**config.mk**
```make
export PLATFORM = sky130hd
export DESIGN_NAME = qif_neuron_scheduler
export DESIGN_NICKNAME = d
export VERILOG_FILES = /design/src/rtl/qif_neuron_scheduler_pkg.sv /design/src/rtl/qif_neuron_scheduler_update_core.sv /design/src/rtl/qif_neuron_scheduler.sv
export SDC_FILE = /design/constraint.sdc
export NUM_CORES = 1
export LEC_CHECK = 0
export ABC_CLOCK_PERIOD_IN_PS = 7750
export CAP_MARGIN = 20
export CORE_MARGIN = 2
export CORE_UTILIZATION = 60
export CTS_CLUSTER_DIAMETER = 100
export DETAILED_ROUTE_END_ITERATION = 10
export PLACE_DENSITY = 0.8
export SYNTH_ARGS = -nofsm -noshare
export SYNTH_HDL_FRONTEND = slang
export SYNTH_SLANG_ARGS = --single-unit
```
**constraint.sdc**
```tcl
create_clock -name clk -period 7.75 [get_ports clk]
set_input_delay 0.775 -clock clk [delete_from_list [all_inputs] [get_ports clk]]
set_output_delay 0.775 -clock clk [all_outputs]
set_load 0.02 [all_outputs]
```
**src/rtl/qif_neuron_scheduler_pkg.sv**
```systemverilog
// Shared definitions for the QIF neuron scheduler: default datapath
// parameters, the sweep state encoding and the saturation limits.
package qif_pkg;

   localparam int DEF_WIDTH        = 8;
   localparam int DEF_V_THRESH     = 50;
   localparam int DEF_V_RESET      = -20;
   localparam int DEF_REFRAC_TICKS = 2;

   typedef enum logic [1:0] {
      IDLE,
      READ,
      WRITE,
      DONE
   } state_t;

   // Largest value representable in a signed w-bit word
   function automatic int satMax(input int w);
      return (1 << (w - 1)) - 1;
   endfunction

   // Smallest value representable in a signed w-bit word
   function automatic int satMin(input int w);
      return -(1 << (w - 1));
   endfunction

endpackage

```
**src/rtl/qif_neuron_scheduler_update_core.sv**
```systemverilog
// Combinational QIF membrane update for one neuron:
//    V >= threshold : V <- V_RESET, spike
//    otherwise      : V <- sat(V + (I >>> 2) + (V >>> 3)^2)
// The sum is formed three bits wider than the state so that the square
// term cannot wrap before saturation.
module qif_update_core
   import qif_pkg::*;
#(
   parameter int WIDTH    = DEF_WIDTH,
   parameter int V_THRESH = DEF_V_THRESH,
   parameter int V_RESET  = DEF_V_RESET
) (
   input  logic signed [WIDTH-1:0] v_i,
   input  logic signed [WIDTH-1:0] i_i,
   input  logic                    refrac_i,
   output logic signed [WIDTH-1:0] v_next_o,
   output logic                    spike_o
);

   localparam int SW = WIDTH + 3;
   localparam logic signed [WIDTH-1:0] THRESH = WIDTH'(V_THRESH);
   localparam logic signed [WIDTH-1:0] RESETV = WIDTH'(V_RESET);
   localparam logic signed [SW-1:0]    MAXW   = SW'(satMax(WIDTH));
   localparam logic signed [SW-1:0]    MINW   = SW'(satMin(WIDTH));

   logic signed [WIDTH-1:0] iQuarter;
   logic signed [WIDTH-1:0] vEighth;
   logic signed [SW-1:0]    vW;
   logic signed [SW-1:0]    iQuarterW;
   logic signed [SW-1:0]    vEighthW;
   logic signed [SW-1:0]    squareW;
   logic signed [SW-1:0]    sumW;

   // Widen operands, form the quadratic sum and pick reset, saturated or plain result
   always_comb begin
      iQuarter  = i_i >>> 2;
      vEighth   = v_i >>> 3;
      vW        = {{3{v_i[WIDTH-1]}}, v_i};
      iQuarterW = {{3{iQuarter[WIDTH-1]}}, iQuarter};
      vEighthW  = {{3{vEighth[WIDTH-1]}}, vEighth};
      squareW   = vEighthW * vEighthW;
      sumW      = vW + iQuarterW + squareW;
      v_next_o  = RESETV;
      spike_o   = 1'b0;
      if (refrac_i) begin
         v_next_o = RESETV;
      end else if (v_i >= THRESH) begin
         v_next_o = RESETV;
         spike_o  = 1'b1;
      end else if (sumW > MAXW) begin
         v_next_o = MAXW[WIDTH-1:0];
      end else if (sumW < MINW) begin
         v_next_o = MINW[WIDTH-1:0];
      end else begin
         v_next_o = sumW[WIDTH-1:0];
      end
   end

endmodule

```
**src/rtl/qif_neuron_scheduler.sv**
```systemverilog
// QIF neuron scheduler: one shared update core swept across N_NEURONS
// membrane/current register pairs, two cycles per neuron plus a DONE cycle.
// Optional feature macro: QIF_SCHED_REFRACTORY_EN adds a per-neuron
// refractory counter that holds V at V_RESET for REFRAC_TICKS sweeps after
// a spike.
module qif_neuron_scheduler
   import qif_pkg::*;
#(
   parameter int N_NEURONS    = 4,
   parameter int WIDTH        = DEF_WIDTH,
   parameter int V_THRESH     = DEF_V_THRESH,
   parameter int V_RESET      = DEF_V_RESET,
   parameter int REFRAC_TICKS = DEF_REFRAC_TICKS
) (
   input  logic                         clk,
   input  logic                         rst_n,
   input  logic                         tick,
   input  logic                         wr_en,
   input  logic [$clog2(N_NEURONS)-1:0] wr_addr,
   input  logic signed [WIDTH-1:0]      wr_data,
   output logic                         busy,
   output logic                         done,
   output logic                         out_valid,
   output logic [$clog2(N_NEURONS)-1:0] out_addr,
   output logic signed [WIDTH-1:0]      v_mem_out,
   output logic                         spike_out,
   output logic [N_NEURONS-1:0]         spike_vec,
   output logic                         overrun
);

   localparam int AW = $clog2(N_NEURONS);
   localparam logic [AW-1:0] LAST_IDX = AW'(N_NEURONS - 1);

   state_t                  state_q;
   logic [AW-1:0]           idx_q;
   logic signed [WIDTH-1:0] vMem_q [N_NEURONS];
   logic signed [WIDTH-1:0] iSyn_q [N_NEURONS];
   logic signed [WIDTH-1:0] opV_q;
   logic signed [WIDTH-1:0] opI_q;
   logic [N_NEURONS-1:0]    spikeAcc_q;
   logic [N_NEURONS-1:0]    spikeVec_q;
   logic                    busy_q;
   logic                    done_q;
   logic                    outValid_q;
   logic [AW-1:0]           outAddr_q;
   logic signed [WIDTH-1:0] vMemOut_q;
   logic                    spikeOut_q;
   logic                    overrun_q;

   logic signed [WIDTH-1:0] vNext_d;
   logic                    spikeNext_d;
   logic                    refracActive;

`ifdef QIF_SCHED_REFRACTORY_EN
   localparam int RW = (REFRAC_TICKS > 0) ? $clog2(REFRAC_TICKS + 1) : 1;
   logic [RW-1:0] refrac_q [N_NEURONS];
   assign refracActive = (refrac_q[idx_q] != '0);
`else
   assign refracActive = 1'b0;
`endif

   qif_update_core #(
      .WIDTH    (WIDTH),
      .V_THRESH (V_THRESH),
      .V_RESET  (V_RESET)
   ) u_core (
      .v_i      (opV_q),
      .i_i      (opI_q),
      .refrac_i (refracActive),
      .v_next_o (vNext_d),
      .spike_o  (spikeNext_d)
   );

   // Synaptic current writes are accepted in every state; a READ in the same cycle sees the old value
   always_ff @(posedge clk) begin
      if (!rst_n) begin
         for (int i = 0; i < N_NEURONS; i++) iSyn_q[i] <= '0;
      end else if (wr_en) begin
         iSyn_q[wr_addr] <= wr_data;
      end
   end

   // Sweep FSM: READ latches operands, WRITE commits the update and presents it, DONE publishes spikes
   always_ff @(posedge clk) begin
      if (!rst_n) begin
         state_q    <= IDLE;
         idx_q      <= '0;
         opV_q      <= '0;
         opI_q      <= '0;
         spikeAcc_q <= '0;
         spikeVec_q <= '0;
         busy_q     <= 1'b0;
         done_q     <= 1'b0;
         outValid_q <= 1'b0;
         outAddr_q  <= '0;
         vMemOut_q  <= '0;
         spikeOut_q <= 1'b0;
         overrun_q  <= 1'b0;
         for (int i = 0; i < N_NEURONS; i++) vMem_q[i] <= '0;
`ifdef QIF_SCHED_REFRACTORY_EN
         for (int i = 0; i < N_NEURONS; i++) refrac_q[i] <= '0;
`endif
      end else begin
         done_q     <= 1'b0;
         outValid_q <= 1'b0;
         if (tick && (state_q != IDLE)) overrun_q <= 1'b1;
         case (state_q)
            IDLE: begin
               if (tick) begin
                  state_q    <= READ;
                  idx_q      <= '0;
                  busy_q     <= 1'b1;
                  spikeAcc_q <= '0;
               end
            end
            READ: begin
               opV_q   <= vMem_q[idx_q];
               opI_q   <= iSyn_q[idx_q];
               state_q <= WRITE;
            end
            WRITE: begin
               vMem_q[idx_q]     <= vNext_d;
               outValid_q        <= 1'b1;
               outAddr_q         <= idx_q;
               vMemOut_q         <= vNext_d;
               spikeOut_q        <= spikeNext_d;
               spikeAcc_q[idx_q] <= spikeNext_d;
`ifdef QIF_SCHED_REFRACTORY_EN
               if (refracActive) begin
                  refrac_q[idx_q] <= refrac_q[idx_q] - RW'(1);
               end else if (spikeNext_d) begin
                  refrac_q[idx_q] <= RW'(REFRAC_TICKS);
               end
`endif
               if (idx_q == LAST_IDX) begin
                  state_q <= DONE;
               end else begin
                  idx_q   <= idx_q + AW'(1);
                  state_q <= READ;
               end
            end
            DONE: begin
               done_q     <= 1'b1;
               busy_q     <= 1'b0;
               spikeVec_q <= spikeAcc_q;
               state_q    <= IDLE;
            end
            default: state_q <= IDLE;
         endcase
      end
   end

   assign busy      = busy_q;
   assign done      = done_q;
   assign out_valid = outValid_q;
   assign out_addr  = outAddr_q;
   assign v_mem_out = vMemOut_q;
   assign spike_out = spikeOut_q;
   assign spike_vec = spikeVec_q;
   assign overrun   = overrun_q;

endmodule

```
======== After elaboration in Yosys (flattened, before gate mapping) ========
Memory sizes are Yosys's and may differ from the RTL's. A register that Yosys moved wholly into a read port is not among the register bits.
Index checks and enable logic that the tools add are counted.
storage, ports and cells
  logic and storage cells ................. 72
  RAM bits ................................ 64
  memories ................................ 2
  ROM bits ................................ 0
  input bits .............................. 14
  latch bits .............................. 0
  register bits after elaboration ......... 27
  output and inout bits ................... 19
operators by class
  $lt $le $gt $ge ......................... 5
  bitwise operators ....................... 0
  shift-type cells ........................ 0
  divide/modulo/power cells ............... 0
  reduce and logical (&&, ||, !) cells .... 13
  muxes and demuxes ....................... 31
  equality and inequality tests ........... 6
  add/sub/neg operators ................... 3
  multipliers ............................. 1
memory list
  memory  words  width  read ports  clocked after memory_dff  wr ports  RTL line                    source
  iSyn_q  4      8      1           1                         4         qif_neuron_scheduler.sv:37  logic signed [WIDTH-1:0] iSyn_q [N_NEURONS];
  vMem_q  4      8      1           1                         4         qif_neuron_scheduler.sv:36  logic signed [WIDTH-1:0] vMem_q [N_NEURONS];
operators by type and width
  kind                                                             number
  two-way mux 8 bit                                                5
  OR reduction 8 bit                                               2
  two-way mux 1 bit                                                13
  two-way mux 2 bit                                                6
  adder 11 bit                                                     1
  greater-than comparator 11 x 8 -> 1 bit (second input constant)  1
  less-than comparator 11 x 8 -> 1 bit (second input constant)     1
  multiplier 5 x 5 -> 10 bit                                       1
  adder 8 x 6 -> 9 bit                                             1
  >= comparator 8 x 7 -> 1 bit (second input constant)             1
  one-hot mux 2 bit (4 select lines)                               1
  one-hot mux 4 bit (2 select lines)                               1
  equality test 2 bit (second input constant)                      3
  nonzero test 2 bit                                               3
  bitwise mux 4 bit                                                1
  two-way mux 4 bit                                                1
  != test 2 bit (second input constant)                            2
  one-hot mux 2 bit (2 select lines)                               1
  AND reduction 2 bit                                              2
  less-than comparator 2 x 3 -> 1 bit (second input constant)      1
  AND reduction 3 bit                                              1
  adder 2 x 1 -> 2 bit (second input constant)                     1
  demux 1 bit (select 2 bit)                                       1
  equality test 2 x 1 -> 1 bit (second input constant)             1
  5 further kinds                                                  7

======== Depth between registers and ports, before layout ========
Gate-level depths: netlist of run 1.
  depth after elaboration ................. 7
  mapped depth ............................ 24
  gate-level depth less buffers ........... 22

======== Cells and area by module ========
A second synthesis of run 1 with hierarchy kept.
unflattened totals
  cells, all modules ...................... 564
  area total of the unflattened synthesis .. 6,183.4 um^2
by module, submodules not included
  module                instances  cells each  sequential area each (um^2)  area each (um^2)
  qif_neuron_scheduler  1          373         2,782.7                      4,530.6
  qif_update_core       1          191         0.0                          1,652.8

======== Worst setup path before layout of run 1 ========
OpenSTA, ideal clock, no wires.
  kind .................................... register to register
  start point ............................. reg opV_q[7], read port of vMem_q
  end point ............................... mem vMem_q[0][2] in the netlist's numbering, data pin
  arrival time ............................ 5,342 ps
  slack ................................... 2,141 ps
  period minus slack after synthesis ...... 5,609 ps
  stages on the path, launching flop included .. 25
  setup time .............................. 267 ps
  data required time ...................... 7,483 ps
  path buffers ............................ 3
  cell sequence ........................... dfxtp_1 clkbuf_1 and2_1 inv_1 fa_1 inv_1 fa_1 inv_1 fa_1 inv_1 fa_1 a21oi_1 nor2_1 nor2_1 xnor2_1 ha_1 buf_6 nor3b_1 a21oi_2 o311ai_1 a311o_1 or4_1 buf_2 a221oi_2 nor2_1
RTL lines
  item                RTL line                    source
  start: declaration  qif_neuron_scheduler.sv:38  logic signed [WIDTH-1:0] opV_q;
  end: declaration    qif_neuron_scheduler.sv:36

==> results of run 1 <==
[power by group through the flow]
stage                     sequential, mW  clock, mW  combinational [mW]
after floorplan                    0.592          0               0.135
after detailed placement           0.593          0               0.187
after CTS                          0.582      0.283               0.188
final                              0.581      0.282               0.188
after global placement             0.592          0               0.182
after global routing               0.585      0.305               0.206
[area by class of cell]
type	instances	area [µm²]	share of cell area
Timing Repair Buffer	34	330	0.0546
Inverter	33	124	0.0205
Clock inverter	6	35.0	0.00579
Tap cell	108	135	0.0223
Sequential cell	97	2500	0.414
Multi-Input combinational cell	368	2790	0.462
Clock buffer	10	128	0.0211
[metal layers]
layer,wire length [µm],GRT usage
met1,4950,0.325
met4,123,0.0769
met3,527,0.0316
met2,5340,0.398
met5,0,0
[how the worst max path moves through the flow]
stage	start	to	cells after the start	slack [ps]
after floorplan	opV_q[7]	vMem_q[0][2]	24	2140
after global placement	opV_q[7]	vMem_q[2][6]	21	1690
after detailed placement	opV_q[7]	vMem_q[0][6]	21	1470
after CTS	opV_q[7]	vMem_q[0][6]	21	1470
after global routing	opV_q[7]	vMem_q[3][6]	21	1110
final	opV_q[7]	vMem_q[0][2]	21	1500
[Yosys cell counts, drive strengths merged (4+ instances only)]
library cell / number
nor3b: 4
ha: 33
and2: 30
inv: 33
clkbuf: 18
o21bai: 4
nand2b: 9
nand3: 15
a21boi: 22
o21ai: 14
dfxtp: 41
a21oi: 23
mux4: 14
fa: 13
and3: 7
xnor2: 14
nand2: 66
nor2b: 8
nor3: 5
a221oi: 5
edfxtp: 56
xor2: 8
nor2: 41
a21o: 4
[registers in the layout (all words and copies together), names as in the netlist]
name and count:
busy 1, done 1, iSyn_q 24, idx_q 2, opI_q 6, opV_q 8, out_addr 2, out_valid 1
overrun 1, spikeAcc_q 4, spike_out 1, spike_vec 4, state_q 2, vMem_q 32, v_mem_out 8
[worst reg2reg max path, stage by stage (launching register included)]
cell	delay, ps
dfxtp_1	580
and2_1	220
inv_1	70
fa_1	510
inv_1	50
fa_1	480
inv_1	50
fa_1	490
inv_1	70
fa_1	460
a21oi_1	180
nor2_1	60
nor2_1	150
xnor2_1	180
ha_1	360
nor3b_1	190
a21oi_2	100
o311ai_1	100
a311o_1	390
or4_1	600
a221oi_2	620
nor2_1	110
[metrics by stage]
| stage | cells | utilization |
|---|---|---|
| after global placement | 640 | 0.668 |
| after CTS | 656 | 0.687 |
| after global routing | 656 | 0.687 |
| after floorplan | 518 | - |
| after detailed placement | 640 | 0.668 |
| final | 656 | 0.687 |
[cells by family after synthesis]
| family | Yosys count |
|---|---|
| xor+xnor | 22 |
| other cells | 1 |
| flops | 97 |
| mux | 15 |
| simple gates | 190 |
| buf+inv | 53 |
| fa+ha+maj | 46 |
| compound gates | 93 |
[placed cells by master (no fill, tap or decap), types with 13 or more instances in the layout]
| cell type | instances |
|---|---|
| edfxtp_1 | 56 |
| a21oi_1 | 20 |
| a21boi_0 | 22 |
| mux4_2 | 14 |
| dfxtp_1 | 41 |
| ha_1 | 33 |
| nand3_1 | 15 |
| fa_1 | 13 |
| xnor2_1 | 14 |
| nand2_1 | 66 |
| inv_1 | 33 |
| nor2_1 | 41 |
| and2_1 | 30 |
| clkdlybuf4s50_1 | 30 |
==> reports/metrics.cfg, run 1 <==
[critical_path]
cp-end-kind=flop
rrSetupSlack_ps=1500
crit_family=adder cells
crit_chain=and2_1 -> inv_1 -> fa_1 -> inv_1 -> fa_1 -> inv_1 -> fa_1 -> inv_1 -> fa_1 -> a21oi_1 -> nor2_1 -> nor2_1 -> xnor2_1 -> ha_1 -> nor3b_1 -> a21oi_2 -> o311ai_1 -> a311o_1 -> or4_1 -> a221oi_2 -> nor2_1
crit_slowest_cell=a221oi_2
critPathMaxStageDelay_ps=610
critPathRequiredTime_ps=7840
crit_type=flop to flop
crit_arrival_ps=6340
r2r_start=opV_q[7]
r2r_cells=21
cp_max_fo=11
start_kind=flop
worst_r2r_endpoint=vMem_q[0][2]
critical_path_buf_inv_count=4

[yosys]
syn_area_per_cell_um2=10.6
synth_area_leaders=edfxtp_1, dfxtp_1, ha_1
yosys_register_bits=97
synth_top_area_share=0.306
synth_warnings=0
ys_seq_area_frac=0.455
ys.flop_type=edfxtp_1
synth_top_family_by_area=simple AND/OR/NAND/NOR gates
synth_top_cell_by_area=edfxtp_1
synthMuxAreaShare=0.0594
synth_compound_area_frac=0.125
synth_simple_gate_area_frac=0.164
syn_inst=517
synthArstFlopShare=0
synthesis.area_mm2=0.00550
synth_adder_area_share=0.122
synth-edff-count=56
yosys.cell_types.count=50
synth_xor_area_frac=0.0351

[floorplanning]
coreArea_mm2=0.00881
ios=33
dieHeight_um=99.7
die_w_um=99.7
num_rows=34
initial_core_util=0.624
die_area_mm2=0.00994

[timing]
worst_pin_slew_ps=982
skew_ps=8.43
period_minus_slack_ps=6250
grt_setup_unrepaired=no
setup_ws_ps=1500
setup_tns_ps=0
post-route-period-util=0.806
whs_ps=452
slew_headroom=0.338
setup_viol_count_final=0
timing.fmax_ghz=0.160
finalHoldViolCount=0
slew_viol_final=0

[placement]
place_area_mm2=0.00589
dp_hpwl_mm=7.97
gp_congestion=0.785
port_buffers=30
dpl_worst_slack_ps=1470

[global_route]
grtUsageTotal=0.238
overflow=0
grt_pass1_vias=3828
antenna_found_initial=0
grt_pass1_wl_mm=18.5
grt_max_degree=55

[drt]
drt_pass1_iterations=5
vias=3834
post_drt_wl_per_cell_um=16.7
drc=0
drt_iter0_markers=236
via_per_inst=5.84
ant_nets=0
wl_mm=10.9

[clocking]
cts.sink_count=97
post_cts_resize_count=0
postCtsSetupBuffers=0
cts_tree=built
clock-root-buffer=clkbuf_8
clock_latency_ps=360
clk_pin_slew_worst_paths_ps=90
ctsLongestPathBuffers=2
cts.hold.buffers_added=0
cts_buffers=9
cts_max_level=3

[flow_run]
cap_violations=0

[worst_hold_path]
min_to=v_mem_out[4]
worstHoldPathType=flop to flop
min-delay-start=v_mem_out[4]
whs_path_depth=2

[cells_and_area]
final_cell_area_mm2=0.00605
drive_gt1_frac=0.0821
fin_nets=603
antennaDiodeCount=0
fillerInstances=659
syn_to_final_growth_pct=10.1

[power]
p_seq_frac=0.553
clkPwrFrac=0.268
p_int_mw=0.757
comb_power_share=0.179
power_mw=1.05
peakVddDrop_mv=0.143
leakage_nw=2.41
p_switching_mw=0.294
power_density_mw_per_mm2=174
swShare=0.280

[outcome]
status=complete, no violations

Note: power is estimated with default switching activity, not from simulation.
==> inputs of run 2 (changes only) <==
--- a/config.mk
+++ b/config.mk
@@ -5,7 +5,7 @@
 export SDC_FILE = /design/constraint.sdc
 export NUM_CORES = 1
 export LEC_CHECK = 0
-export ABC_CLOCK_PERIOD_IN_PS = 7750
+export ABC_CLOCK_PERIOD_IN_PS = 6390
 export CAP_MARGIN = 20
 export CORE_MARGIN = 2
 export CORE_UTILIZATION = 60
==> constraint.sdc (replaced) <==
create_clock -name clk -period 6.39 [get_ports clk]
set_input_delay 0.639 -clock clk [delete_from_list [all_inputs] [get_ports clk]]
set_output_delay 0.639 -clock clk [all_outputs]
set_load 0.02 [all_outputs]
==> run 2 against run 1 <==
Against the previous run: first-iteration DRC count decreased by 5.9%; sequential share of layout area is 0.57 points lower; maximum frequency grew 2.8%; die area stayed put; combinational power up 35%; global-route usage is 0.20 points higher; non-clock buffer count rose by 5; routed wire length increased by 2.2%; count of clock-buffer cells in the layout increased by 1; setup slack got worse by 1200 ps; sequential power up 21%.
==> reports/metrics.cfg, run 2 (same netlist as run 1, synthesis figures left out) <==
[cells_and_area]
syn_to_final_growth_pct=11.7
largest_reg_flops=32
antennaDiodeCount=0
drive_gt1_frac=0.0940
seq_area_mm2=0.00250
top_regs=vMem_q (32), iSyn_q (24)
fin_nets=608
instances_no_fill=661
fillerInstances=673
max_flop_register=vMem_q
final_common_cell=nand2_1
final_cell_mix=nand2_1, edfxtp_1, nor2_1, dfxtp_1
final_util=0.697
multiInputGateArea_mm2=0.00284

[clocking]
cts_buffers=9
cts_tree=built
cts.sink_count=97
clock_latency_ps=360
cts.hold.buffers_added=0
ctsLongestPathBuffers=2
cts_max_level=3
clk_pin_slew_worst_paths_ps=90
clock-root-buffer=clkbuf_8

[critical_path]
start_kind=flop
critPathRequiredTime_ps=6480
cp_max_fo=11
crit_family=adder cells
cp-end-kind=flop
critical_path_buf_inv_count=4
crit_chain=and2_1 -> inv_1 -> fa_1 -> inv_1 -> fa_1 -> inv_1 -> fa_1 -> inv_1 -> fa_1 -> a21oi_1 -> nor2_1 -> nor2_1 -> xnor2_1 -> ha_1 -> nor3b_1 -> a21oi_2 -> o311ai_1 -> a311o_1 -> or4_1 -> a221oi_4 -> nor2_1
crit_type=flop to flop
crit_arrival_ps=6170
critPathMaxStageDelay_ps=680
crit_slowest_cell=or4_1

[floorplanning]
die_w_um=99.7
coreArea_mm2=0.00881
num_rows=34
die_area_mm2=0.00994
dieHeight_um=99.7
ios=33
initial_core_util=0.624

[drt]
via_per_inst=5.83
drt_iter0_markers=222
wl_mm=11.2
drc=0
post_drt_wl_per_cell_um=16.9
drt_pass1_iterations=4
ant_nets=0
vias=3856

[timing]
timing.fmax_ghz=0.165
worst_pin_slew_ps=923
grt_setup_unrepaired=yes
slew_headroom=0.378
setup_viol_count_final=0
whs_ps=457
skew_ps=12.6
post-route-period-util=0.951
setup_ws_ps=313
period_minus_slack_ps=6080
slew_viol_final=0
finalHoldViolCount=0

[flow_run]
cap_violations=0

[power]
power_density_mw_per_mm2=212
leakage_nw=2.45
comb_power_share=0.195
peakVddDrop_mv=0.146
swShare=0.281
p_int_mw=0.935
p_switching_mw=0.365
clkPwrFrac=0.263
p_seq_frac=0.542

[placement]
dp_hpwl_mm=8.28
place_inst=643
gp_congestion=0.852
dpl_worst_slack_ps=165
port_buffers=30

[global_route]
overflow=0
grtUsageTotal=0.240
grt_pass1_vias=3877
grt_pass1_wl_mm=18.7
grt_max_degree=33
antenna_found_initial=0

[worst_hold_path]
worstHoldPathType=flop to flop

[outcome]
status=complete, no violations

run 2: cell count changes in the layout (fill, tap and decap cells not counted), moves of 2 or more:
cell | before | now
a221oi_4 | 0 | 4
a221oi_2 | 5 | 1
clkinv_1 | 3 | 1
buf_4 | 4 | 9
run 2: metrics by stage:
| stage | TNS (ps) | area (µm²) | total power [mW] |
|---|---|---|---|
| after floorplan | 0 | 5500 | 0.882 |
| after global placement | 0 | 5900 | 0.939 |
| after detailed placement | 0 | 5900 | 0.946 |
| after CTS | 0 | 6070 | 1.28 |
| after global routing | -6.79 | 6140 | 1.36 |
| final | 0 | 6140 | 1.30 |
run 2: final cells by class:
| cell class | instances | area share |
|---|---|---|
| clock buffers | 11 | 0.0214 |
| clock inverters | 5 | 0.00530 |
| inverters | 33 | 0.0202 |
| multi-input cells | 368 | 0.463 |
| flip-flops and latches | 97 | 0.408 |
| well taps | 108 | 0.0220 |
| repair buffers | 39 | 0.0600 |
run 2: tightest hold or removal path, cell delays in order (launching register included):
cell and delay (ps):
dfxtp_1 330, nand2_1 50, nand2_1 40
run 2: power by group through the flow:
| stage | sequential (mW) | combinational, mW | clock, mW |
|---|---|---|---|
| 6_report | 0.704 | 0.254 | 0.342 |
| 5_1_grt | 0.708 | 0.276 | 0.371 |
| 4_1_cts | 0.704 | 0.230 | 0.347 |
| 2_1_floorplan | 0.718 | 0.164 | 0 |
| 3_5_place_dp | 0.719 | 0.228 | 0 |
| 3_3_place_gp | 0.717 | 0.222 | 0 |
run 2: worst paths after layout:
| kind | slack [ps] | cells past startpoint | from | to |
|---|---|---|---|---|
| min | 460 | 2 | v_mem_out[0] | v_mem_out[0] |
| min reg2reg | 460 | 2 | v_mem_out[0] | v_mem_out[0] |
| max reg2reg | 310 | 21 | opV_q[7] | vMem_q[1][6] |
| max | 310 | 21 | opV_q[7] | vMem_q[1][6] |
run 2: what timing repair did:
item | in CTS | in global routing
setup buffers | 0 | 2
hold endpoints to repair | 0 | 0
gates resized for setup | 0 | 6
setup endpoints to repair | 0 | 31
run 2: routing by layer:
| metal | vias up | GRT usage | part of all wire | wire length [µm] |
|---|---|---|---|---|
| li1 | 1874 | - | - | - |
| met1 | 1885 | 0.316 | 0.43 | 4770 |
| met2 | 80 | 0.408 | 0.51 | 5680 |
| met3 | 17 | 0.0351 | 0.044 | 488 |
| met4 | 0 | 0.0854 | 0.022 | 242 |
| met5 | - | 0 | 0 | 0 |
==> inputs of run 3 (changes only) <==
--- a/config.mk
+++ b/config.mk
@@ -5,6 +5,7 @@
 export SDC_FILE = /design/constraint.sdc
 export NUM_CORES = 1
 export LEC_CHECK = 0
+export ABC_AREA = 1
 export ABC_CLOCK_PERIOD_IN_PS = 6390
 export CAP_MARGIN = 20
 export CORE_MARGIN = 2
==> run 3 against run 2 <==
Against the previous run: first-iteration DRC count grew 51%; flip-flop and latch count did not move; clock skew fell by 2.3 ps; cell count grew 22%; via count up 13%; critical path type unchanged; critical endpoint is now vMem_q[0][2]; largest power group unchanged; highest routed layer unchanged.
==> reports/metrics.cfg, run 3 <==
[timing]
slew_viol_final=0
setup_viol_count_final=0
timing.fmax_ghz=0.177
setup_tns_ps=0
post-route-period-util=0.882
grt_setup_unrepaired=no
skew_ps=10.3
worst_pin_slew_ps=915
slew_headroom=0.389
finalHoldViolCount=0
period_minus_slack_ps=5640

[global_route]
overflow=0
grt_pass1_vias=4197
grtUsageTotal=0.241
grt_pass1_wl_mm=19.1
antenna_found_initial=0
grt_max_degree=34

[clocking]
postCtsSetupBuffers=0
clock-root-buffer=clkbuf_8
post_cts_resize_count=0
cts_buffers=9
clock_latency_ps=370
cts.sink_count=97
cts_tree=built
cts_max_level=3
ctsLongestPathBuffers=2
clk_pin_slew_worst_paths_ps=100
cts.hold.buffers_added=0

[drt]
wl_met2_mm=5.51
drt-met1-wl_mm=5.08
post_drt_wl_per_cell_um=14.3
drc=0
ant_nets=0
highest_layer=met4
via_per_inst=5.44
wl_mm=11.5
drt_pass1_iterations=5
wl_met3_um=484
drt_iter0_markers=335
vias=4374

[critical_path]
cp_max_fo=13
crit_slowest_cell=dfxtp_1
cp-end-kind=flop
crit_type=flop to flop
critPathRequiredTime_ps=6500
crit_arrival_ps=5750
critPathMaxStageDelay_ps=570
start_kind=flop

[power]
peakVddDrop_mv=0.246
leakage_nw=2.94
power_density_mw_per_mm2=258

[yosys]
synth_top_area_share=0.301
syn_inst=664
ys_top_cells_by_count=nand2_1, inv_1, nor2_1, edfxtp_1, o21ai_0
synth_most_common_cell=nand2_1
syn_area_per_cell_um2=8.42
synthesis.area_mm2=0.00559
synth_adder_area_share=0.120
synth_top_cell_by_area=edfxtp_1
ys_seq_area_frac=0.448
synth_area_leaders=edfxtp_1, dfxtp_1, nand2_1
synth_xor_area_frac=0.0298
synthMuxAreaShare=0
yosys_register_bits=97
synth_compound_area_frac=0.136
ys.flop_type=edfxtp_1
synth_simple_gate_area_frac=0.180
synth_warnings=0
synth_top_family_by_area=simple AND/OR/NAND/NOR gates
synthArstFlopShare=0
yosys.cell_types.count=41
synth-edff-count=56

[floorplanning]
dieHeight_um=101
die_w_um=101
ios=33
initial_core_util=0.611
coreArea_mm2=0.00915
num_rows=35
die_area_mm2=0.0101

[cells_and_area]
final_cell_mix=nand2_1, inv_1, nor2_1, edfxtp_1, o21ai_0
fin_nets=748
fillerInstances=728
largest_reg_flops=32
final_common_cell=nand2_1
max_flop_register=vMem_q
antennaDiodeCount=0
final_util=0.674
syn_to_final_growth_pct=10.4
top_regs=vMem_q (32), iSyn_q (24)
drive_gt1_frac=0.0649

[placement]
port_buffers=30
dp_hpwl_mm=8.52
gp_congestion=0.903

[outcome]
status=complete, no violations

[flow_run]
cap_violations=0

[worst_hold_path]
worstHoldPathType=flop to flop

[run 3: cell families (layout without fill, tap and decap cells)]
logic type	count (synthesis)	after routing
AOI/OAI and AO/OA	132	132
xor gates and xnor gates	19	19
adders and majority gates	46	46
buffers and inverters	124	152
DFF	97	97
other	1	2
and+or+nand+nor	245	245
[run 3: routing by layer]
layer / global-route usage / vias to the layer above
met5: 0 / -
met4: 0.110 / 0
met3: 0.0305 / 32
met2: 0.400 / 127
met1: 0.318 / 2007
li1: - / 2208
[run 3: path summary, 6_finish.rpt]
check                    start           end  slack, ps  cells past startpoint
hold reg to reg   v_mem_out[3]  v_mem_out[3]        460                      2
hold / removal    v_mem_out[3]  v_mem_out[3]        460                      2
setup reg to reg      opV_q[7]  vMem_q[0][2]        750                     25
setup / recovery      opV_q[7]  vMem_q[0][2]        750                     25
[run 3: power breakdown]
part / switching [mW] / total [mW] / internal (mW)
Clock: 0.216 / 0.421 / 0.205
Combinational: 0.301 / 0.454 / 0.153
Sequential: 0.0215 / 0.719 / 0.698
Total: 0.539 / 1.59 / 1.06
[run 3: through the flow]
| step | setup slack (ps) | instance area, µm² | hold WS (ps) | total power [mW] | instances |
|---|---|---|---|---|---|
| floorplan | 1470 | 5600 | 446 | 1.08 | 665 |
| global placement | 955 | 5960 | 437 | 1.17 | 788 |
| detailed placement | 796 | 5960 | 442 | 1.18 | 788 |
| CTS | 788 | 6170 | 458 | 1.59 | 804 |
| global route | 380 | 6170 | 492 | 1.68 | 804 |
| finish | 754 | 6170 | 458 | 1.59 | 804 |
[run 3: worst max-delay path: cells and delay by family, from the launching register on]
family	cells	cell delay (ps)
xor gates and xnor gates	1	130
buffers and inverters	5	360
AOI/OAI and AO/OA	5	960
DFF	1	570
adders and majority gates	5	2360
and+or+nand+nor	9	1000
[run 3: area by class of cell]
| class | count | area [µm²] | area share |
|---|---|---|---|
| inverters | 105 | 394 | 0.0639 |
| repair buffers | 31 | 308 | 0.0499 |
| clock buffers | 10 | 149 | 0.0241 |
| flip-flops and latches | 97 | 2500 | 0.406 |
| clock inverters | 6 | 62.6 | 0.0101 |
| multi-input cells | 444 | 2620 | 0.424 |
| well taps | 111 | 139 | 0.0225 |
==> RTL change (flow settings as in run 1) <==
Add an input register stage for `tick`, `wr_en`, `wr_addr` and `wr_data`, cleared by the reset; this delays them by one clock.
--- a/src/rtl/qif_neuron_scheduler.sv
+++ b/src/rtl/qif_neuron_scheduler.sv
@@ -31,4 +31,23 @@
    localparam int AW = $clog2(N_NEURONS);
    localparam logic [AW-1:0] LAST_IDX = AW'(N_NEURONS - 1);
+
+   logic tick_q;
+   logic wr_en_q;
+   logic [$clog2(N_NEURONS)-1:0] wr_addr_q;
+   logic signed [WIDTH-1:0] wr_data_q;
+
+   always_ff @(posedge clk) begin
+      if (!rst_n) begin
+         tick_q    <= '0;
+         wr_en_q   <= '0;
+         wr_addr_q <= '0;
+         wr_data_q <= '0;
+      end else begin
+         tick_q    <= tick;
+         wr_en_q   <= wr_en;
+         wr_addr_q <= wr_addr;
+         wr_data_q <= wr_data;
+      end
+   end
 
    state_t                  state_q;
@@ -76,6 +95,6 @@
       if (!rst_n) begin
          for (int i = 0; i < N_NEURONS; i++) iSyn_q[i] <= '0;
-      end else if (wr_en) begin
-         iSyn_q[wr_addr] <= wr_data;
+      end else if (wr_en_q) begin
+         iSyn_q[wr_addr_q] <= wr_data_q;
       end
    end
@@ -104,8 +123,8 @@
          done_q     <= 1'b0;
          outValid_q <= 1'b0;
-         if (tick && (state_q != IDLE)) overrun_q <= 1'b1;
+         if (tick_q && (state_q != IDLE)) overrun_q <= 1'b1;
          case (state_q)
             IDLE: begin
-               if (tick) begin
+               if (tick_q) begin
                   state_q    <= READ;
                   idx_q      <= '0;
Behaviour: not the same (a bounded check fails within 4 cycles, from zero or initial values and one cycle with rst_n low).
==> RTL change against run 1 <==
  * First-iteration DRC count increased by 10%
  * Total power increased by 0.51%
  * Critical path depth stayed put
  * Sequential power increased by 7.7%
  * Worst setup slack gained 0.36 ns
  * Sequential cell count rose by 10
  * Area after synthesis increased by 4.1%
  * Clock skew is 0.0041 ns higher
  * Routed wire length rose by 3.4%
  * Final area grew 4.7%
  * Combinational power down 36%
==> RTL change: results (changes against run 1) <==
stage,metric,value,unit,change
status,status,"complete, no violations",,
logic_synthesis,post-synth top area share,29.41,%,-1.2 points
grt,gr usage total,23.55,%,-0.26 points
final_layout,layout cells sized above 1,7.531,%,-0.68 points
timing,Worst Skew,0.01256,ns,+0.004130 ns
final_layout,Fillers,700,,+6.2%
clocking,clock transition at the registers of the reported paths,0.10,ns,
clocking,Worst-Skew Late Latency,0.37,ns,
final_layout,Nets,627,,+4.0%
worst_setup_path,highest net fanout along the worst path,9,,-2
grt,largest net degree at the start of global routing,34,,-38%
logic_synthesis,"Seq/Total Area, Yosys",47.26,%,+1.7 points
min_path,Worst Hold Class,reg -> reg,,
worst_setup_path,crit path max-delay cell type,nor3_1,,
final_layout,Largest regs,"vMem_q (32), iSyn_q (24)",,
timing,slew at the pin with the worst max-slew slack,0.9581,ns,-0.02434 ns
routing,DR iter-0 viols,260,,+10%
placement,Placer Congestion,0.9037,,+15%
logic_synthesis,YS warnings,0,,unchanged
grt,number of global-route vias before repair,3937,,+2.8%
placement,post-DP HPWL,8443,microns,+6.0%
timing,smallest hold slack,0.4633,ns,+0.01161 ns
worst_setup_path,Critical Path Max Stage Delay,0.63,ns,+0.02 ns
worst_setup_path,r2r setup slk,1.86,ns,+0.36 ns
final_layout,n_diodes,0,,unchanged
logic_synthesis,Synth area leaders,"edfxtp_1 29%, dfxtp_1 18%, ha_1 7.2%",,
pwr,Max rail drop VDD,0.0001349,V,-5.6%
logic_synthesis,Post-synth top flop,edfxtp_1,,
routing,WL per Instance,16.16,microns,-3.1%
pwr,leakage,2.486,nW,+3.2%
logic_synthesis,Mapped Cells,538,,+4.1%
logic_synthesis,Post-synth EDFFs,56,,unchanged
logic_synthesis,list of most frequent post-synthesis cells,"62 x a21oi_1, 60 x nand2_1, 56 x edfxtp_1",,
clocking,total CTS buffers,9,,unchanged
routing,drt first pass iters,5,,unchanged
pwr,P_sw,0.2755,mW,-6.2%
clocking,post-cts hold buffer count,0,,unchanged
logic_synthesis,count of cell types in the netlist,50,,unchanged
clocking,postcts setup bufs,0,,unchanged
worst_setup_path,CP arrival,5.98,ns,-0.36 ns
routing,vias per cell,5.763,,-1.4%
clocking,post-CTS sizing,0,,unchanged
routing,vias,4034,,+5.2%
logic_synthesis,async set-reset flop share out of synthesis,0,%,unchanged
clocking,CTS root buf,clkbuf_8,,
placement,IO Port Bufs,30,,unchanged
placement,DP Cell Count,683,,+6.7%
worst_setup_path,Crit path max-delay family,adder cells,,
clocking,Max Root-Sink Buffers,2,,unchanged
clocking,H-tree Lvls,3,,unchanged
grt,initial antenna violation count,0,,unchanged
grt,first-pass GRT wire length,18760,microns,+1.2%
floorplan,num rows,35,,+2.9%
## RTL change: changes by cell type after synthesis, sizes merged, moves of 6 or more
| cell | run 1 | this run |
|---|---|---|
| a21oi | 23 | 62 |
| a21boi | 22 | 0 |
| nor2 | 41 | 25 |
| dfxtp | 41 | 51 |
| nand3 | 15 | 24 |
| a211oi | 1 | 7 |
| nand2 | 66 | 60 |
## RTL change: routing by layer
layer / part of all wire [%] / track usage, % / up-vias / routed length, microns
met1: 44 / 31.06 / 1939 / 4941
li1: - / - / 1978 / -
met2: 50 / 39.68 / 98 / 5639
met3: 4.5 / 3.727 / 19 / 511
met5: 0 / 0 / - / 0
met4: 1.9 / 8.316 / 0 / 220
## RTL change: cell type report
cell class                      count  area, sq um  area share [%]
Clock buffer                        9        123.9           1.957
Clock inverter                      7        51.30          0.8103
Inverter                           31        116.4           1.838
Multi-Input combinational cell    383         2841           44.88
Sequential cell                   107         2703           42.69
Tap cell                          129        161.4           2.549
Timing Repair Buffer               34        334.1           5.277
## RTL change: path summary, 6_finish.rpt
check,to,cells past startpoint,start
min,spike_vec[1],2,spike_vec[1]
max reg2reg,vMem_q[0][1],21,opV_q[7]
max,vMem_q[0][1],21,opV_q[7]
min reg2reg,spike_vec[1],2,spike_vec[1]
## RTL change: cell families (layout without fill, tap and decap cells)
logic type | count (synthesis) | count (layout) | synth area share [%]
simple gates | 183 | 183 | 15.89
compound gates | 115 | 115 | 12.45
flops | 107 | 107 | 47.26
buf+inv | 49 | 81 | 3.282
fa+ha+maj | 47 | 47 | 12.12
xor+xnor | 21 | 21 | 3.217
mux | 15 | 15 | 5.711
other cells | 1 | 2 | 0.06558
## RTL change: power by group through the flow
stage	clock network (mW)	logic, mW	registers (mW)
6_report	0.309	0.121	0.626
5_1_grt	0.336	0.132	0.629
4_1_cts	0.315	0.117	0.626
3_5_place_dp	0	0.116	0.640
3_3_place_gp	0	0.114	0.638
2_1_floorplan	0	0.0829	0.636
## RTL change: metrics by stage
step / utilization, % / setup WS [ns] / total power [mW] / cell area [sq um]
2_1_floorplan: - / 2.676 / 0.7194 / 5722
3_3_place_gp: 66.50 / 1.664 / 0.7520 / 6145
3_5_place_dp: 66.50 / 1.508 / 0.7558 / 6145
4_1_cts: 68.40 / 1.446 / 1.058 / 6320
5_1_grt: 68.52 / 1.408 / 1.097 / 6331
6_report: 68.52 / 1.862 / 1.056 / 6331
## RTL change: tightest hold or removal path: cells and delay by family, from the launching register on
| family | cells | cell delay (ns) |
|---|---|---|
| and+or+nand+nor | 1 | 0.05 |
| DFF | 1 | 0.33 |
| AOI/OAI and AO/OA | 1 | 0.05 |
